## config.mk

```make
export PLATFORM = sky130hd
export DESIGN_NAME = irq_pending_ctrl_flat
export DESIGN_NICKNAME = d
export VERILOG_FILES = /design/src/rtl/irq_pkg.sv /design/src/rtl/irq_pending_ctrl_if.sv /design/src/rtl/irq_pri_select.sv /design/src/rtl/irq_pending_ctrl.sv /design/src/flat_wrapper.sv
export SDC_FILE = /design/constraint.sdc
export NUM_CORES = 1
export LEC_CHECK = 0
export ABC_AREA = 1
export ABC_CLOCK_PERIOD_IN_PS = 1300
export BUFFER_PORTS_ARGS = -buffer_cell sky130_fd_sc_hd__buf_2
export CAP_MARGIN = 20
export CORE_AREA = 4 4 51 65
export DETAILED_ROUTE_END_ITERATION = 10
export DIE_AREA = 0 0 55 69
export SYNTH_ARGS = -nofsm -noshare
export SYNTH_HDL_FRONTEND = slang
export SYNTH_SLANG_ARGS = --single-unit
export TNS_END_PERCENT = 100
```

## constraint.sdc

```tcl
create_clock -name clk -period 1.3 [get_ports clk]
set_input_delay 0.26 -clock clk [delete_from_list [all_inputs] [get_ports clk]]
set_output_delay 0.26 -clock clk [all_outputs]
set_load 0.03 [all_outputs]
```

## src/rtl/irq_pkg.sv

```systemverilog
// Shared constants and types for the interrupt pending controller.
//   N_REQ : number of request lines (fixed at 8)
//   ID_W  : width of a request index
//   irq_state_e : controller state (IDLE, OFFER, SERVICE)
package irq_pkg;

  localparam int N_REQ = 8;
  localparam int ID_W  = $clog2(N_REQ);

  typedef enum logic [1:0] {
    IDLE    = 2'd0,
    OFFER   = 2'd1,
    SERVICE = 2'd2
  } irq_state_e;

endpackage

```

## src/rtl/irq_pending_ctrl_if.sv

```systemverilog
// Bundle of request, configuration and handshake signals around the
// interrupt pending controller.
//   master : the controller side (consumes requests/config, offers irq_id)
//   slave  : the environment side (request lines, consumer handshake, EOI)
// Signals:
//   req_in, edge_sel, mask : request lines and per-line trigger/enable config
//   irq_valid, irq_id      : current offer
//   irq_ready              : consumer accepts the offer
//   eoi                    : end of interrupt for the in-service request
//   busy                   : an interrupt is in service
//   pending_out            : the pending register
interface irq_pending_ctrl_if;
  import irq_pkg::*;

  logic [N_REQ-1:0] req_in;
  logic [N_REQ-1:0] edge_sel;
  logic [N_REQ-1:0] mask;
  logic             irq_valid;
  logic [ID_W-1:0]  irq_id;
  logic             irq_ready;
  logic             eoi;
  logic             busy;
  logic [N_REQ-1:0] pending_out;

  modport master (
    input  req_in, edge_sel, mask, irq_ready, eoi,
    output irq_valid, irq_id, busy, pending_out
  );

  modport slave (
    output req_in, edge_sel, mask, irq_ready, eoi,
    input  irq_valid, irq_id, busy, pending_out
  );

endinterface

```

## src/rtl/irq_pri_select.sv

```systemverilog
// Combinational highest-index-wins selector.
//   vec : request vector
//   idx : index of the highest set bit (0 when vec is all zero)
//   any : at least one bit of vec is set
module irq_pri_select
  import irq_pkg::*;
(
  input  logic [N_REQ-1:0] vec,
  output logic [ID_W-1:0]  idx,
  output logic             any
);

  // Ascending scan: a later (higher) set bit overwrites an earlier one.
  always_comb begin
    // NOTE: every combinational output gets a default before any
    // conditional assignment, otherwise a latch is inferred.
    idx = '0;
    any = |vec;
    for (int i = 0; i < N_REQ; i++) begin
      if (vec[i]) idx = ID_W'(i);
    end
  end

endmodule

```

## src/rtl/irq_pending_ctrl.sv

```systemverilog
// Interrupt request front-end: latches edge/level requests into a pending
// register, offers the highest-numbered enabled pending request over a
// valid/ready handshake and tracks it in service until EOI.
// Ports:
//   clk : clock, rising edge
//   rst : asynchronous active-high reset
//   bus : irq_pending_ctrl_if.master (requests, config, handshake, status)
module irq_pending_ctrl
  import irq_pkg::*;
(
  input logic               clk,
  input logic               rst,
  irq_pending_ctrl_if.master bus
);

  irq_state_e       state_q, state_d;
  logic [N_REQ-1:0] req_q;
  logic [N_REQ-1:0] pending_q, pending_d;
  logic [ID_W-1:0]  id_q, id_d;
  logic             valid_q, valid_d;
  logic             busy_q, busy_d;

  logic [N_REQ-1:0] set_vec;
  logic [N_REQ-1:0] clr_vec;
  logic [N_REQ-1:0] candidate;
  logic [ID_W-1:0]  sel_id;
  logic             sel_any;
  logic             accept;

  assign candidate = pending_q & bus.mask;

  irq_pri_select u_pri_select (
    .vec (candidate),
    .idx (sel_id),
    .any (sel_any)
  );

  always_comb begin
    // Edge lines fire on a 0->1 transition, level lines whenever high.
    set_vec = (bus.edge_sel & bus.req_in & ~req_q) | (~bus.edge_sel & bus.req_in);
    accept  = (state_q == OFFER) && bus.irq_ready;
    clr_vec = '0;
    if (accept) clr_vec[id_q] = 1'b1;
    // Set is applied after clear so a new edge on the accepted line survives.
    pending_d = (pending_q & ~clr_vec) | set_vec;

    state_d = state_q;
    id_d    = id_q;
    unique case (state_q)
      IDLE: begin
        if (sel_any) begin
          id_d    = sel_id;
          state_d = OFFER;
        end
      end
      // irq_id is frozen here: no retraction on mask/pending changes.
      OFFER:   if (bus.irq_ready) state_d = SERVICE;
      SERVICE: if (bus.eoi)       state_d = IDLE;
      default: state_d = IDLE;
    endcase

    // Status outputs are registered decodes of the next state.
    valid_d = (state_d == OFFER);
    busy_d  = (state_d == SERVICE);
  end

  always_ff @(posedge clk or posedge rst) begin
    if (rst) begin
      state_q   <= IDLE;
      req_q     <= '0;
      pending_q <= '0;
      id_q      <= '0;
      valid_q   <= 1'b0;
      busy_q    <= 1'b0;
    end else begin
      // NOTE: sequential state uses non-blocking assignments so every
      // register samples pre-edge values, independent of statement order.
      state_q   <= state_d;
      req_q     <= bus.req_in;
      pending_q <= pending_d;
      id_q      <= id_d;
      valid_q   <= valid_d;
      busy_q    <= busy_d;
    end
  end

  assign bus.irq_valid   = valid_q;
  assign bus.irq_id      = id_q;
  assign bus.busy        = busy_q;
  assign bus.pending_out = pending_q;

endmodule

```

## src/flat_wrapper.sv

```systemverilog
// flat-port wrapper written by rule: the top's interface ports become plain ports
module irq_pending_ctrl_flat import irq_pkg::*;
  (clk, rst, bus_req_in, bus_edge_sel, bus_mask, bus_irq_ready, bus_eoi, bus_irq_valid, bus_irq_id, bus_busy, bus_pending_out);
  irq_pending_ctrl_if bus_i ();
  input logic clk;
  input logic rst;
  input wire logic [$bits(bus_i.req_in)-1:0] bus_req_in;
  input wire logic [$bits(bus_i.edge_sel)-1:0] bus_edge_sel;
  input wire logic [$bits(bus_i.mask)-1:0] bus_mask;
  input wire logic [$bits(bus_i.irq_ready)-1:0] bus_irq_ready;
  input wire logic [$bits(bus_i.eoi)-1:0] bus_eoi;
  output wire logic [$bits(bus_i.irq_valid)-1:0] bus_irq_valid;
  output wire logic [$bits(bus_i.irq_id)-1:0] bus_irq_id;
  output wire logic [$bits(bus_i.busy)-1:0] bus_busy;
  output wire logic [$bits(bus_i.pending_out)-1:0] bus_pending_out;
  assign bus_i.req_in = bus_req_in;
  assign bus_i.edge_sel = bus_edge_sel;
  assign bus_i.mask = bus_mask;
  assign bus_i.irq_ready = bus_irq_ready;
  assign bus_i.eoi = bus_eoi;
  assign bus_irq_valid = bus_i.irq_valid;
  assign bus_irq_id = bus_i.irq_id;
  assign bus_busy = bus_i.busy;
  assign bus_pending_out = bus_i.pending_out;
  irq_pending_ctrl u_core (.clk(clk), .rst(rst), .bus(bus_i));
endmodule
```

==> reports/results.tsv, run 1 <==
stage	metric	value	unit
run_status	outcome	complete, no violations	
timing	timing.final.hold_violations	0	
worst_hold_path	timing.hold.worst.start	bus_req_in[5]	
routing	drt_first_pass_iters	4	
routing	post_drt_via_cell_ratio	4.503	
worst_setup_path	worst_path_max_delay_cell	sky130_fd_sc_hd__dfrtp_1	
worst_setup_path	cp_startpoint	u_core.bus.irq_id[2]	
global_route	grt_max_degree	24	
global_route	grt-ovfl-total	0	
clocking	cts.sink_count	23	
worst_setup_path	cp-start-kind	flop	
routing	initialDrtViolationCount	12	
global_route	first_global_vias	819	
timing	grt_setup_unrepaired	false	
power_and_ir_drop	leakage	0.0006105	uW
clocking	clk-insertion-delay-late	310	ps
timing	timing.fmax	816.0	MHz
worst_setup_path	timing.critical_path.arrival	970	ps
routing	detailroute.via_count	824	
finish	number_of_standard_cells_in_the_layout_taps_in_and_fillers_out	183	
timing	post-route-min-period	1226	ps
yosys	yosys_synthesis_warning_count	0	
power_and_ir_drop	seq_power_share	44.9	%
routing	drt-total-wl	2149	um
yosys	synthDominantCellAreaShare	62.59	%
run	drv_cap	0	
worst_setup_path	worst-endpoint-required	1040	ps
finish	layout.cells.most_common_list	sky130_fd_sc_hd__nand2_1, sky130_fd_sc_hd__buf_2, sky130_fd_sc_hd__dfrtp_1	
worst_setup_path	cp_top_delay_family	flip-flops	
timing	finalCritPeriodShare	94.27	%
worst_setup_path	timing.critical_path.depth	1	
worst_setup_path	timing.critical_path.cells	buf_2	
timing	hold_ws	58.80	ps
power_and_ir_drop	netSwitchingFraction	42.42	%
finish	multi_input_comb_area	325.3	um2
timing	finalClockSkew	3.990	ps
floorplanning	initial_core_util	34.65	%
yosys	share_of_the_yosys_chip_area_belonging_to_registers	62.59	%
global_route	gr-usage-all-layers	12.72	%
clocking	clk_transition_reported_paths	130	ps
finish	final-seq-area	575.6	um2
worst_setup_path	critical_path_buf_inv_count	1	
yosys	synth_top_cells_by_area	sky130_fd_sc_hd__dfrtp_1, sky130_fd_sc_hd__nand2_1, sky130_fd_sc_hd__o21ai_0	
routing	routed_wire_length_per_instance	11.74	um
timing	max_slew.worst_pin.slew	290.1	ps
yosys	synth.largest_area_cell	sky130_fd_sc_hd__dfrtp_1	
clocking	cts.repair.resized	0	
yosys	synth_seq_cells	23	
clocking	clock_tree.root_cell	sky130_fd_sc_hd__clkbuf_4	
finish	final.fill_count	281	
placed_design	dp_hpwl	1705	um
timing	setup-tns-final	0	ps
floorplanning	fp.dieH	69	um
floorplanning	rows	21	
worst_setup_path	setup.worst_path.class	reg2out	
floorplanning	floorplan.io_pins	41	
placed_design	buffer_ports.inserted	40	
yosys	synth_area_per_cell	9.016	um2
power_and_ir_drop	irDropWorstVdd	0.7875	mV
global_route	antenna_found_initial	0	
clocking	tritoncts	done	
worst_setup_path	setup.worst_path.end_class	output pin	
worst_hold_path	worst_hold_path_class	in2reg	
power_and_ir_drop	power_frac_clock	15.1	%
clocking	cts_inserted_buffers	3	
floorplanning	core	2654	um2
worst_setup_path	r2r-start	u_core.bus.pending_out[2]	
finish	design_area	1215	um2
global_route	grt_pass1_wl	3532	um
floorplanning	fp.dieW	55	um
placed_design	post_dp_cell_area	1170	um2
floorplanning	design.die.area	3795	um2
finish	drive_above_1_share	34.23	%
routing	drcViolationCount	0	
clocking	buffers_from_clock_root_to_sink_at_most	2	
power_and_ir_drop	internal_power	1273	uW
power_and_ir_drop	power_density	1820	nW/um2
finish	finish.net_count	178	
worst_setup_path	ff2ff_path_depth	7	
clocking	htree_levels	1	
finish	layout-area-overhead-vs-synth	32.11	%
power_and_ir_drop	p_sw	937.7	uW
placed_design	gp_congestion	0.8509	
routing	final_antenna_net_count	0	
worst_setup_path	critPathMaxStageDelay	440	ps
yosys	postSynthCellCount	102	
finish	layout_commonest_cell	sky130_fd_sc_hd__nand2_1	
yosys	netlist_area	919.6	um2
power_and_ir_drop	power_frac_comb	40.0	%
yosys	mappedNetlistNets	130	
timing	timing.max_slew.rel_slack	80.66	%
timing	setup_viol	0	
worst_hold_path	min_delay_path_depth	1	
worst_setup_path	critical_path.max_fanout	5	
finish	antenna_cells_inserted	0	
timing	maxSlewViolCount	0	
placed_design	place.detailed.instances	177	
yosys	synth_cell_type_count	16	
Yosys cell counts:
master,instances
sky130_fd_sc_hd__o21ai_1,6
sky130_fd_sc_hd__a31oi_1,1
sky130_fd_sc_hd__nand2_2,1
sky130_fd_sc_hd__inv_1,4
sky130_fd_sc_hd__inv_2,1
sky130_fd_sc_hd__nand2_1,48
sky130_fd_sc_hd__o21ai_0,6
sky130_fd_sc_hd__nand3_1,1
sky130_fd_sc_hd__dfrtp_1,23
sky130_fd_sc_hd__nor2_1,3
sky130_fd_sc_hd__nand3_2,1
sky130_fd_sc_hd__nand4_1,1
sky130_fd_sc_hd__or2_4,1
sky130_fd_sc_hd__a21oi_1,2
sky130_fd_sc_hd__nor2_2,1
sky130_fd_sc_hd__o31ai_1,2
layer usage:
layer,GRT usage (%),vias to the layer above,wire length (um)
li1,-,421,-
met1,12.89,383,773
met2,22.24,18,1216
met3,2.155,2,117
met4,8.108,0,41
met5,0,-,0
layout make-up:
cell class                      count  share of cell area [%]
Multi-Input combinational cell     74                   26.78
Clock inverter                      1                  0.4119
Clock buffer                        3                   1.854
Timing Repair Buffer               43                   18.54
Tap cell                           34                   3.502
Sequential cell                    23                   47.37
Inverter                            5                   1.545
final timing paths:
check | endpoint | slack [ps]
worst max-delay path | bus_irq_id[2] | 70
worst min-delay path | u_core.req_q[5] | 60
worst max register to register | u_core.bus.irq_id[0] | 120
worst min register to register | u_core.bus.pending_out[7] | 500
max in group asynchronous | u_core.bus.pending_out[2] | 560
min in group asynchronous | u_core.req_q[5] | 510
sequential cells by signal (all words and copies together), names as in the netlist:
name and flops:
u_core.bus.pending_out 8, u_core.req_q 8, u_core.bus.irq_valid 1, u_core.bus.busy 1
u_core.state_q 2, u_core.bus.irq_id 3
cells by family (layout without fill, tap and decap cells):
group           after synthesis  after routing  synth area share (%)
flops                        23             23                 62.58
simple gates                 57             57                 25.44
compound gates               17             17                 9.932
buf+inv                       5             52                 2.040
per-stage QoR:
step | total power (uW) | util (%) | worst slack [ps]
CTS | 2216 | 45.50 | 32.15
detailed placement | 1876 | 44.08 | 145.2
floorplan | 1593 | - | 108.9
global route | 2373 | 45.78 | 21.39
global placement | 1860 | 44.08 | 191.2
finish | 2211 | 45.78 | 74.44
worst reg2reg max path, cell delays in order (launching register included):
cell	delay, ps
sky130_fd_sc_hd__dfrtp_1	420
sky130_fd_sc_hd__nand2_1	90
sky130_fd_sc_hd__nand2_1	90
sky130_fd_sc_hd__nor2_1	120
sky130_fd_sc_hd__nand2_1	90
sky130_fd_sc_hd__nand2_2	120
sky130_fd_sc_hd__nor2_1	60
sky130_fd_sc_hd__a21oi_1	130
repair_timing:
item / 4_1_cts / 5_1_grt
hold endpoints to repair: 23 / 0
hold buffers: 1 / 0
setup buffers: 0 / 1
setup endpoints to repair: 0 / 1
power by group through the flow:
stage | sequential, uW | clock (uW) | combinational, uW
global placement | 1030 | 0 | 834
finish | 993 | 335 | 883
global route | 1020 | 369 | 986
CTS | 1010 | 347 | 856
floorplan | 1240 | 0 | 349
detailed placement | 1030 | 0 | 847
Note: power is estimated with default switching activity, not from simulation.
==> run 2, diff against run 1 <==
--- a/config.mk
+++ b/config.mk
@@ -8,10 +8,13 @@
 export ABC_AREA = 1
 export ABC_CLOCK_PERIOD_IN_PS = 1300
 export BUFFER_PORTS_ARGS = -buffer_cell sky130_fd_sc_hd__buf_2
-export CAP_MARGIN = 20
-export CORE_AREA = 4 4 51 65
+export CAP_MARGIN = 0
+export CELL_PAD_IN_SITES_DETAIL_PLACEMENT = 1
+export CELL_PAD_IN_SITES_GLOBAL_PLACEMENT = 1
+export CORE_AREA = 4 4 53 67
 export DETAILED_ROUTE_END_ITERATION = 10
-export DIE_AREA = 0 0 55 69
+export DIE_AREA = 0 0 57 71
+export PLACE_DENSITY_LB_ADDON = 0.15
 export SYNTH_ARGS = -nofsm -noshare
 export SYNTH_HDL_FRONTEND = slang
 export SYNTH_SLANG_ARGS = --single-unit
==> run 2 against run 1 <==
- clock skew down 1.1 ps
- combinational power is 5.1% higher
- utilization is 3.4 points lower
==> reports/results.tsv, run 2 (same netlist as run 1, synthesis figures left out) <==
stage	metric	value	unit	change
global_route	gr-usage-all-layers	12.12	%	was 12.72%
worst_setup_path	setup.worst_path.end_class	output pin		unchanged
worst_hold_path	min_delay_path_depth	1		unchanged
routing	drt-total-wl	2346	um	was 2149 um
floorplanning	floorplan.io_pins	41		unchanged
global_route	met2_usage	21.86	%	was 22.24%
finish	layout_commonest_cell	sky130_fd_sc_hd__nand2_1		unchanged
placed_design	gp_congestion	0.7231		was 0.8509
placed_design	dp_hpwl	1856	um	was 1705 um
routing	detailroute.via_count	848		was 824
worst_setup_path	worstReg2RegEnd	u_core.bus.pending_out[4]		was u_core.bus.irq_id[0]
clocking	cts_inserted_buffers	3		unchanged
worst_hold_path	worst_hold_path_class	in2reg		unchanged
power_and_ir_drop	irDropWorstVdd	0.7171	mV	was 0.7875 mV
finish	drive_above_1_share	36.67	%	was 34.23%
finish	layout-area-overhead-vs-synth	34.42	%	was 32.11%
finish	number_of_standard_cells_in_the_layout_taps_in_and_fillers_out	186		was 183
clocking	clk-insertion-delay-late	310	ps	about the same
routing	drcViolationCount	0		unchanged
global_route	grt-ovfl-total	0		unchanged
worst_setup_path	critical_path_buf_inv_count	1		unchanged
timing	timing.final.hold_violations	0		unchanged
worst_setup_path	worst_path_max_delay_cell	sky130_fd_sc_hd__dfrtp_1		unchanged
timing	timing.fmax	820.9	MHz	was 816.0 MHz
timing	setup_viol	0		unchanged
clocking	tritoncts	done		unchanged
finish	finish.net_count	179		was 178
worst_setup_path	cp_startpoint	u_core.bus.irq_id[2]		unchanged
worst_setup_path	ff2ff_setup_slack	130	ps	was 120 ps
clocking	htree_levels	1		unchanged
floorplanning	initial_core_util	31.52	%	was 34.65%
floorplanning	core	2918	um2	was 2654 um2
global_route	grt_pass1_wl	3912	um	was 3532 um
worst_setup_path	r2r-start	u_core.state_q[1]		was u_core.bus.pending_out[2]
placed_design	place.detailed.instances	179		was 177
floorplanning	rows	22		was 21
global_route	grt_most_used_layer	met2		unchanged
clocking	buffers_from_clock_root_to_sink_at_most	2		unchanged
timing	max_slew.worst_pin.slew	291.6	ps	was 290.1 ps
routing	initialDrtViolationCount	13		was 12
worst_hold_path	timing.hold.worst.start	bus_req_in[0]		was bus_req_in[5]
routing	routed_wire_length_per_instance	12.61	um	was 11.74 um
worst_setup_path	critPathMaxStageDelay	430	ps	was 440 ps
global_route	grtUsageMet1	14.30	%	was 12.89%
power_and_ir_drop	power_density	1840	nW/um2	was 1820 nW/um2
global_route	met3_usage	2.737	%	was 2.155%
run_status	outcome	complete, no violations		unchanged
global_route	antenna_found_initial	0		unchanged
floorplanning	design.die.area	4047	um2	was 3795 um2
worst_setup_path	cp_top_delay_family	flip-flops		unchanged
clocking	clock_tree.root_cell	sky130_fd_sc_hd__clkbuf_4		unchanged
global_route	first_global_vias	915		was 819
worst_setup_path	setup.worst_path.class	reg2out		unchanged
worst_setup_path	critical_path.max_fanout	4		was 5
clocking	cts.sink_count	23		unchanged
routing	final_antenna_net_count	0		unchanged
finish	layout.cells.most_common_list	sky130_fd_sc_hd__nand2_1, sky130_fd_sc_hd__buf_2, sky130_fd_sc_hd__dfrtp_1		unchanged
clocking	clk_transition_reported_paths	130	ps	about the same
floorplanning	fp.dieH	71	um	was 69 um
floorplanning	fp.dieW	57	um	was 55 um
timing	finalCritPeriodShare	93.71	%	was 94.27%
placed_design	buffer_ports.inserted	40		unchanged
worst_setup_path	timing.critical_path.arrival	960	ps	was 970 ps
timing	finalClockSkew	2.902	ps	was 3.990 ps
global_route	grt_max_degree	24		unchanged
timing	maxSlewViolCount	0		unchanged
timing	timing.max_slew.rel_slack	80.49	%	was 80.66%
power_and_ir_drop	leakage	0.0006159	uW	was 0.0006105 uW
routing	post_drt_via_cell_ratio	4.559		was 4.503
routing	drt_first_pass_iters	4		unchanged
finish	post-route-util	42.37	%	was 45.78%
run	drv_cap	0		unchanged
worst_setup_path	worst-endpoint-required	1040	ps	about the same
finish	antenna_cells_inserted	0		unchanged
worst_setup_path	cp-start-kind	flop		unchanged
timing	grt_setup_unrepaired	true		was false
worst_hold_path	whs_endpoint	u_core.req_q[0]		was u_core.req_q[5]
worst_setup_path	ff2ff_path_depth	5		was 7
worst_setup_path	timing.critical_path.cells	buf_2		unchanged
timing	post-route-min-period	1218	ps	was 1226 ps
[run 2: cell types whose count changed in the layout (fill, tap and decap cells not counted)]
cell,delta
sky130_fd_sc_hd__nor2_2,+1
sky130_fd_sc_hd__dfrtp_1,-1
sky130_fd_sc_hd__nor2_1,-1
sky130_fd_sc_hd__nand2_1,-1
sky130_fd_sc_hd__buf_4,+1
sky130_fd_sc_hd__dfrtp_2,+1
sky130_fd_sc_hd__nand2_4,+1
[run 2: layout make-up]
class / instances / area, um2
clock buffer: 3 / 22.52
clock inverter: 1 / 5.005
fill: 386 / 1682
inverter: 5 / 18.77
multi-input combinational: 74 / 335.3
sequential: 23 / 576.8
tap: 36 / 45.04
timing repair buffer: 44 / 232.7
[run 2: what timing repair did]
| item | CTS | global route |
|---|---|---|
| hold endpoints to repair | 23 | 0 |
| hold buffers | 1 | 0 |
| setup buffers | 0 | 2 |
| setup endpoints to repair | 0 | 4 |
| gates resized for setup | 0 | 4 |
[run 2: power breakdown]
part | leakage, uW | internal [uW] | switching [uW]
clock network | 0.0000177 | 115 | 222
registers | 0.000247 | 880 | 131
logic | 0.000351 | 306 | 622
total | 0.000616 | 1300 | 974
[run 2: worst max-delay path by stage]
stage	end	cells past startpoint	slack, ps
2_1_floorplan	u_core.bus.irq_id[0]	7	110
3_3_place_gp	u_core.bus.pending_out[4]	5	170
3_5_place_dp	u_core.bus.irq_id[0]	7	140
4_1_cts	bus_irq_id[1]	1	30
5_1_grt	u_core.bus.irq_id[0]	7	-20
6_report	bus_irq_id[2]	1	80
[run 2: layer usage]
metal  share of wire (%)  up-vias  routed length [um]
met2                  53       23                1240
li1                    -      427                   -
met3                 6.2        2                 145
met5                   0        -                   0
met1                  40      396                 944
met4                0.64        0                  15
[run 2: metrics by stage]
step / total power (uW) / instance area (um2) / worst slack [ps] / setup TNS (ps) / hold slack [ps]
3_3_place_gp: 1879 / 1172 / 167.5 / 0 / 315.7
6_report: 2275 / 1236 / 81.81 / 0 / 57.57
3_5_place_dp: 1896 / 1172 / 140.4 / 0 / 332.5
4_1_cts: 2241 / 1210 / 30.77 / 0 / 46.54
5_1_grt: 2472 / 1236 / -20.61 / -20.61 / 32.93
2_1_floorplan: 1593 / 919.6 / 108.9 / 0 / 261.9
[run 2: worst reg2reg max path: stages (launching register included)]
cell                      delay, ps
sky130_fd_sc_hd__dfrtp_1        420
sky130_fd_sc_hd__inv_2          100
sky130_fd_sc_hd__nand3_2         90
sky130_fd_sc_hd__or2_4          270
sky130_fd_sc_hd__o21ai_1        130
sky130_fd_sc_hd__nand2_1         60
